<file path="config.mk">
export PLATFORM = sky130hd
export DESIGN_NAME = rfrac_q32_out_buf
export DESIGN_NICKNAME = d
export VERILOG_FILES = /design/src/rtl/rfrac_pkg.sv /design/src/rtl/rfrac_sync_fifo.sv /design/src/rtl/rfrac_q32_out_buf.sv
export SDC_FILE = /design/constraint.sdc
export NUM_CORES = 1
export LEC_CHECK = 0
export CAP_MARGIN = 10
export CORE_MARGIN = 2
export CORE_UTILIZATION = 45
export DETAILED_ROUTE_END_ITERATION = 7
export SLEW_MARGIN = 0
export SYNTH_ARGS = -nofsm -noshare
export SYNTH_HDL_FRONTEND = slang
export SYNTH_SLANG_ARGS = --single-unit
</file>
<file path="constraint.sdc">
create_clock -name clk -period 14.25 [get_ports clk]
set_input_delay 2.85 -clock clk [delete_from_list [all_inputs] [get_ports clk]]
set_output_delay 2.85 -clock clk [all_outputs]
set_load 0.01 [all_outputs]
</file>
<file path="src/rtl/rfrac_pkg.sv">
// Shared types and the converter-word to Q32.32 mapping used by the output buffer.
// Saturating Q32.32 conversion and counter helpers.
package rfrac_pkg;

    localparam logic [63:0] Q32_MAX = 64'h7FFF_FFFF_FFFF_FFFF;
    localparam logic [63:0] Q32_MIN = 64'h8000_0000_0000_0000;

    typedef struct packed {
        logic [63:0] data;
        logic        sat;
    } rfrac_q32_t;

    // ov carries the converter's own overflow flags.
    // Magnitude overflow is detected here: a negative word may reach exactly 2^63.
    function automatic rfrac_q32_t rfrac_to_q32(input logic        sign,
                                                input logic [63:0] mag,
                                                input logic        ov);
        rfrac_q32_t r;
        logic       mag_ov;
        mag_ov = sign ? (mag > Q32_MIN) : mag[63];
        r.sat  = ov | mag_ov;
        if (r.sat) begin
            r.data = sign ? Q32_MIN : Q32_MAX;
        end else begin
            r.data = sign ? (~mag + 64'd1) : mag;
        end
        return r;
    endfunction

    function automatic logic [15:0] sat_inc16(input logic [15:0] v, input logic en);
        return (en && (v != 16'hFFFF)) ? v + 16'd1 : v;
    endfunction

endpackage

</file>
<file path="src/rtl/rfrac_sync_fifo.sv">
// First-word-fall-through synchronous FIFO with wrap-bit pointers and a
// registered occupancy count and almost-full flag.
module rfrac_sync_fifo #(
    parameter int  DEPTH     = 8,
    parameter int  AF_MARGIN = 2,
    parameter type T         = logic [7:0]
) (
    input  logic                   clk,
    input  logic                   aclr_n,
    input  logic                   push,
    input  logic                   pop,
    input  T                       wr_data,
    output T                       rd_data,
    output logic                   full,
    output logic                   empty,
    output logic [$clog2(DEPTH):0] count,
    output logic                   almost_full
);

    localparam int AW       = $clog2(DEPTH);
    localparam int CW       = AW + 1;
    localparam int AF_LEVEL = DEPTH - AF_MARGIN;

    if (DEPTH < 2 || (DEPTH & (DEPTH - 1)) != 0) begin : g_bad_depth
        $error("rfrac_sync_fifo: DEPTH must be a power of two and at least 2");
    end

    T              mem [DEPTH];
    logic [AW:0]   wr_ptr;
    logic [AW:0]   rd_ptr;
    logic [CW-1:0] count_nxt;
    logic          wr_en;
    logic          rd_en;

    assign empty   = (wr_ptr == rd_ptr);
    assign full    = (wr_ptr[AW] != rd_ptr[AW]) && (wr_ptr[AW-1:0] == rd_ptr[AW-1:0]);
    assign rd_en   = pop & ~empty;
    // A full FIFO still accepts a write when the head leaves in the same cycle.
    assign wr_en   = push & (~full | rd_en);
    assign rd_data = mem[rd_ptr[AW-1:0]];

    // NOTE: every path assigns count_nxt first so no latch is inferred.
    always_comb begin
        count_nxt = count;
        case ({wr_en, rd_en})
            2'b10:   count_nxt = count + 1'b1;
            2'b01:   count_nxt = count - 1'b1;
            default: count_nxt = count;
        endcase
    end

    // NOTE: state registers use non-blocking assignment so all flops update together.
    always_ff @(posedge clk or negedge aclr_n) begin
        if (!aclr_n) begin
            wr_ptr      <= '0;
            rd_ptr      <= '0;
            count       <= '0;
            almost_full <= 1'b0;
        end else begin
            if (wr_en) wr_ptr <= wr_ptr + 1'b1;
            if (rd_en) rd_ptr <= rd_ptr + 1'b1;
            count       <= count_nxt;
            almost_full <= (count_nxt >= CW'(AF_LEVEL));
        end
    end

    // NOTE: storage is deliberately not reset; empty gates everything read from it.
    always_ff @(posedge clk) begin
        if (wr_en) mem[wr_ptr[AW-1:0]] <= wr_data;
    end

endmodule

</file>
<file path="src/rtl/rfrac_q32_out_buf.sv">
// Output stage behind the RNS-to-fractional converter: saturating Q32.32
// conversion, one register stage, and a valid/ready FIFO with event counters.
module rfrac_q32_out_buf
    import rfrac_pkg::*;
#(
    parameter int DEPTH     = 8,
    parameter int AF_MARGIN = 2
) (
    input  logic                   clk,
    input  logic                   aclr_n,
    input  logic                   datavalid_in,
    input  logic                   sign_in,
    input  logic [15:0]            b3_in,
    input  logic [15:0]            b2_in,
    input  logic [15:0]            b1_in,
    input  logic [15:0]            b0_in,
    input  logic                   ov1_in,
    input  logic [17:0]            ov2_in,
    output logic                   m_valid,
    input  logic                   m_ready,
    output logic [63:0]            m_data,
    output logic                   m_sat,
    output logic                   almost_full,
    output logic [$clog2(DEPTH):0] fifo_count,
    output logic [15:0]            sat_cnt,
    output logic [15:0]            drop_cnt
);

    rfrac_q32_t conv;
    rfrac_q32_t s1_q;
    rfrac_q32_t head;
    logic       s1_valid;
    logic       fifo_full;
    logic       fifo_empty;
    logic       pop;
    logic       drop;

    assign conv = rfrac_to_q32(sign_in, {b3_in, b2_in, b1_in, b0_in},
                               ov1_in | (|ov2_in));

    always_ff @(posedge clk or negedge aclr_n) begin
        if (!aclr_n) begin
            s1_valid <= 1'b0;
            s1_q     <= '0;
        end else begin
            s1_valid <= datavalid_in;
            if (datavalid_in) s1_q <= conv;
        end
    end

    rfrac_sync_fifo #(
        .DEPTH     (DEPTH),
        .AF_MARGIN (AF_MARGIN),
        .T         (rfrac_q32_t)
    ) u_fifo (
        .clk         (clk),
        .aclr_n      (aclr_n),
        .push        (s1_valid),
        .pop         (m_ready),
        .wr_data     (s1_q),
        .rd_data     (head),
        .full        (fifo_full),
        .empty       (fifo_empty),
        .count       (fifo_count),
        .almost_full (almost_full)
    );

    assign m_valid = ~fifo_empty;
    assign m_data  = m_valid ? head.data : '0;
    assign m_sat   = m_valid & head.sat;
    assign pop     = m_valid & m_ready;
    assign drop    = s1_valid & fifo_full & ~pop;

    // Saturation is counted at the S1 write even if the word is then dropped.
    always_ff @(posedge clk or negedge aclr_n) begin
        if (!aclr_n) begin
            sat_cnt  <= '0;
            drop_cnt <= '0;
        end else begin
            sat_cnt  <= sat_inc16(sat_cnt, s1_valid & s1_q.sat);
            drop_cnt <= sat_inc16(drop_cnt, drop);
        end
    end

endmodule

</file>
==> results_dict.tcl <==
set metrics [dict create \
    p_per_area_nw_per_um2 194 \
    max-slew-margin-rel 0.285 \
    cp.required_ps 11400 \
    p_leak_nw 10.5 \
    path_clk_slew_ps 60 \
    max_freq_mhz 144 \
    holdBufCountCts 0 \
    endpoint_kind "output pin" \
    setup-tns-final_ps 0 \
    synth.distinct_cells 58 \
    finalCritPeriodShare 0.489 \
    grt_pass1_wl_mm 97.9 \
    vias 15200 \
    synth_edf_count 520 \
    cp_max_fo 68 \
    cap_violations 0 \
    yosys_warnings 0 \
    antenna_found_initial 7 \
    via_per_inst 5.82 \
    syn_inst 1605 \
    finalSetupViolCount 0 \
    nets 1894 \
    synth_nets 1699 \
    drtIter0Drc 1196 \
    post_cts_resize_count 0 \
    die_area_um2 60600 \
    mostFrequentLayoutCell "edfxtp_1" \
    insertion_delay_ps 590 \
    cts_made_buffers 68 \
    worstHoldPathType "flop to flop" \
    num_io_pins 191 \
    slew_viol_final 0 \
    overflow 0 \
    crit_arrival_ps 4110 \
    syn_area_um2 26400 \
    htreeDepth 3 \
    initial_core_util 0.456 \
    die_y_um 246 \
    rsz0062_at_grt "false" \
    core-area_um2 57800 \
    ant_nets 0 \
    fin_skew_ps 24.5 \
    globalplace.congestion 0.817 \
    post-cts-setup-buffers 0 \
    layout_common_cells "edfxtp_1 (520), clkdlybuf4s50_1 (187), nor2_1 (163), mux4_2 (130), dfrtp_1 (108)" \
    hold_viol_final 0 \
    synthArstFlopShare 0.176 \
    drc 0 \
    timing.hold.ws_ps 489 \
    syn_avg_cell_area_um2 16.4 \
    wl_per_cell_um 24.6 \
    drive_gt1_frac 0.149 \
    grt_max_degree 94 \
    worstMarginPinSlew_ps 1070 \
    hpwl_mm 38.2 \
    dr.pass1.iters 5 \
    synth_flop_cell "edfxtp_1" \
    cts-root-buf "clkbuf_16" \
    synth_seq_cells 631 \
    startpoint_type "flop" \
    dieWidth_um 246 \
    cts_tree "built" \
    path_class "flop to output pin" \
    synth_seq_area_share 0.697 \
    num_rows 88 \
    area_growth_pct 18.4 \
    min_period_ps 6960 \
    cts.sinks 631 \
    grt_util_all_layers 0.217 \
    grt_pass1_vias 15700 \
    ir_worst_vdd_mv 0.119 \
    routed_wl_mm 64.5 \
    port_buffers 190 \
    status "completed" \
    clock_path_buffers 3 \
]
area by class of cell:
type | instances | area [um^2]
sequential | 631 | 18400
antenna | 1 | 2.50
multi-input combinational | 854 | 7590
fill | 4642 | 26600
clock inverter | 31 | 253
clock buffer | 88 | 1810
timing repair buffer | 217 | 2110
inverter | 28 | 105
tap | 765 | 957
sequential cells by signal (all words and copies together) (netlist names):
register,flops
drop_cnt,16
s1_q,65
s1_valid,1
sat_cnt,16
u_fifo.almost_full,1
u_fifo.count,4
u_fifo.mem,520
u_fifo.rd_ptr,4
u_fifo.wr_ptr,4
cells by family (layout without fill, tap and decap cells):
family,count (synthesis),in the layout,share of synthesized area
AO/OA/AOI/OAI,200,200,0.0508
XOR/XNOR,57,57,0.0189
adder cells (fa/ha/maj),6,6,0.00285
buffers and inverters,120,364,0.0174
flip-flops,631,631,0.697
multiplexers,215,215,0.144
other,0,1,0
AND/OR/NAND/NOR,376,376,0.0691
final timing paths:
check | startpoint | to | slack [ps] | cells past startpoint
min | drop_cnt[7]$_DFFE_PN0P_ | drop_cnt[7]$_DFFE_PN0P_ | 490 | 1
min in group asynchronous | aclr_n | sat_cnt[5]$_DFFE_PN0P_ | 2330 | 1
max | u_fifo.rd_ptr[1]$_DFFE_PN0N_ | m_data[16] | 7290 | 6
max in group asynchronous | aclr_n | u_fifo.rd_ptr[0]$_DFFE_PN0N_ | 10470 | 2
max reg2reg | u_fifo.rd_ptr[1]$_DFFE_PN0N_ | u_fifo.mem[4][44]$_DFFE_PP_ | 10120 | 6
min reg2reg | drop_cnt[7]$_DFFE_PN0P_ | drop_cnt[7]$_DFFE_PN0P_ | 490 | 1
per-stage QoR:
stage / cells / setup slack [ps] / total power [mW] / util / area [um^2]
global placement: 2495 / 7820 / 4.46 / 0.505 / 29200
global route: 2614 / 6940 / 6.34 / 0.540 / 31200
detailed placement: 2495 / 7730 / 4.49 / 0.505 / 29200
floorplan: 1605 / 4360 / 3.60 / - / 26400
CTS: 2614 / 7090 / 6.14 / 0.540 / 31200
finish: 2615 / 7290 / 6.05 / 0.540 / 31200
worst max-delay path: stages (launching register included):
cell and delay [ps]:
dfrtp_4 1090, xnor2_1 230, nand3_1 210, nor2b_4 710
buf_4 610, nor2_1 120, clkdlybuf4s50_1 510
cell usage after synthesis, drive strengths merged, types with 5 or more instances:
master | number | area, um^2
o21ai | 44 | 220
xor2 | 24 | 210
o41ai | 8 | 70.1
clkbuf | 62 | 234
or4 | 17 | 131
nand3 | 19 | 95.1
nor2 | 166 | 623
edfxtp | 520 | 15600
and2 | 7 | 43.8
mux4 | 130 | 2930
dfrtp | 111 | 2780
nand4 | 19 | 119
o221ai | 26 | 228
a31oi | 6 | 37.5
or3 | 19 | 119
nor3 | 35 | 175
inv | 28 | 105
a21oi | 47 | 235
o21a | 20 | 150
nor4 | 22 | 156
buf | 30 | 120
or2 | 5 | 31.3
o211ai | 7 | 52.6
nand2b | 5 | 31.3
nor2b | 5 | 31.3
mux2i | 79 | 791
nand2 | 45 | 169
ha | 6 | 75.1
o2bb2ai | 7 | 61.3
mux2 | 6 | 67.6
xnor2 | 33 | 289
metal layers:
metal / up-vias / share of wire / GRT usage
li1: 6751 / - / -
met1: 7929 / 0.43 / 0.299
met2: 460 / 0.48 / 0.354
met3: 73 / 0.067 / 0.0455
met4: 14 / 0.013 / 0.0517
met5: - / 0.0014 / 0
power by group:
part	total [mW]	switching (mW)	internal, mW
Clock	1.65	0.680	0.966
Combinational	1.86	0.892	0.967
Sequential	2.54	0.233	2.31
No activity file was read; power rests on OpenSTA's default activity.
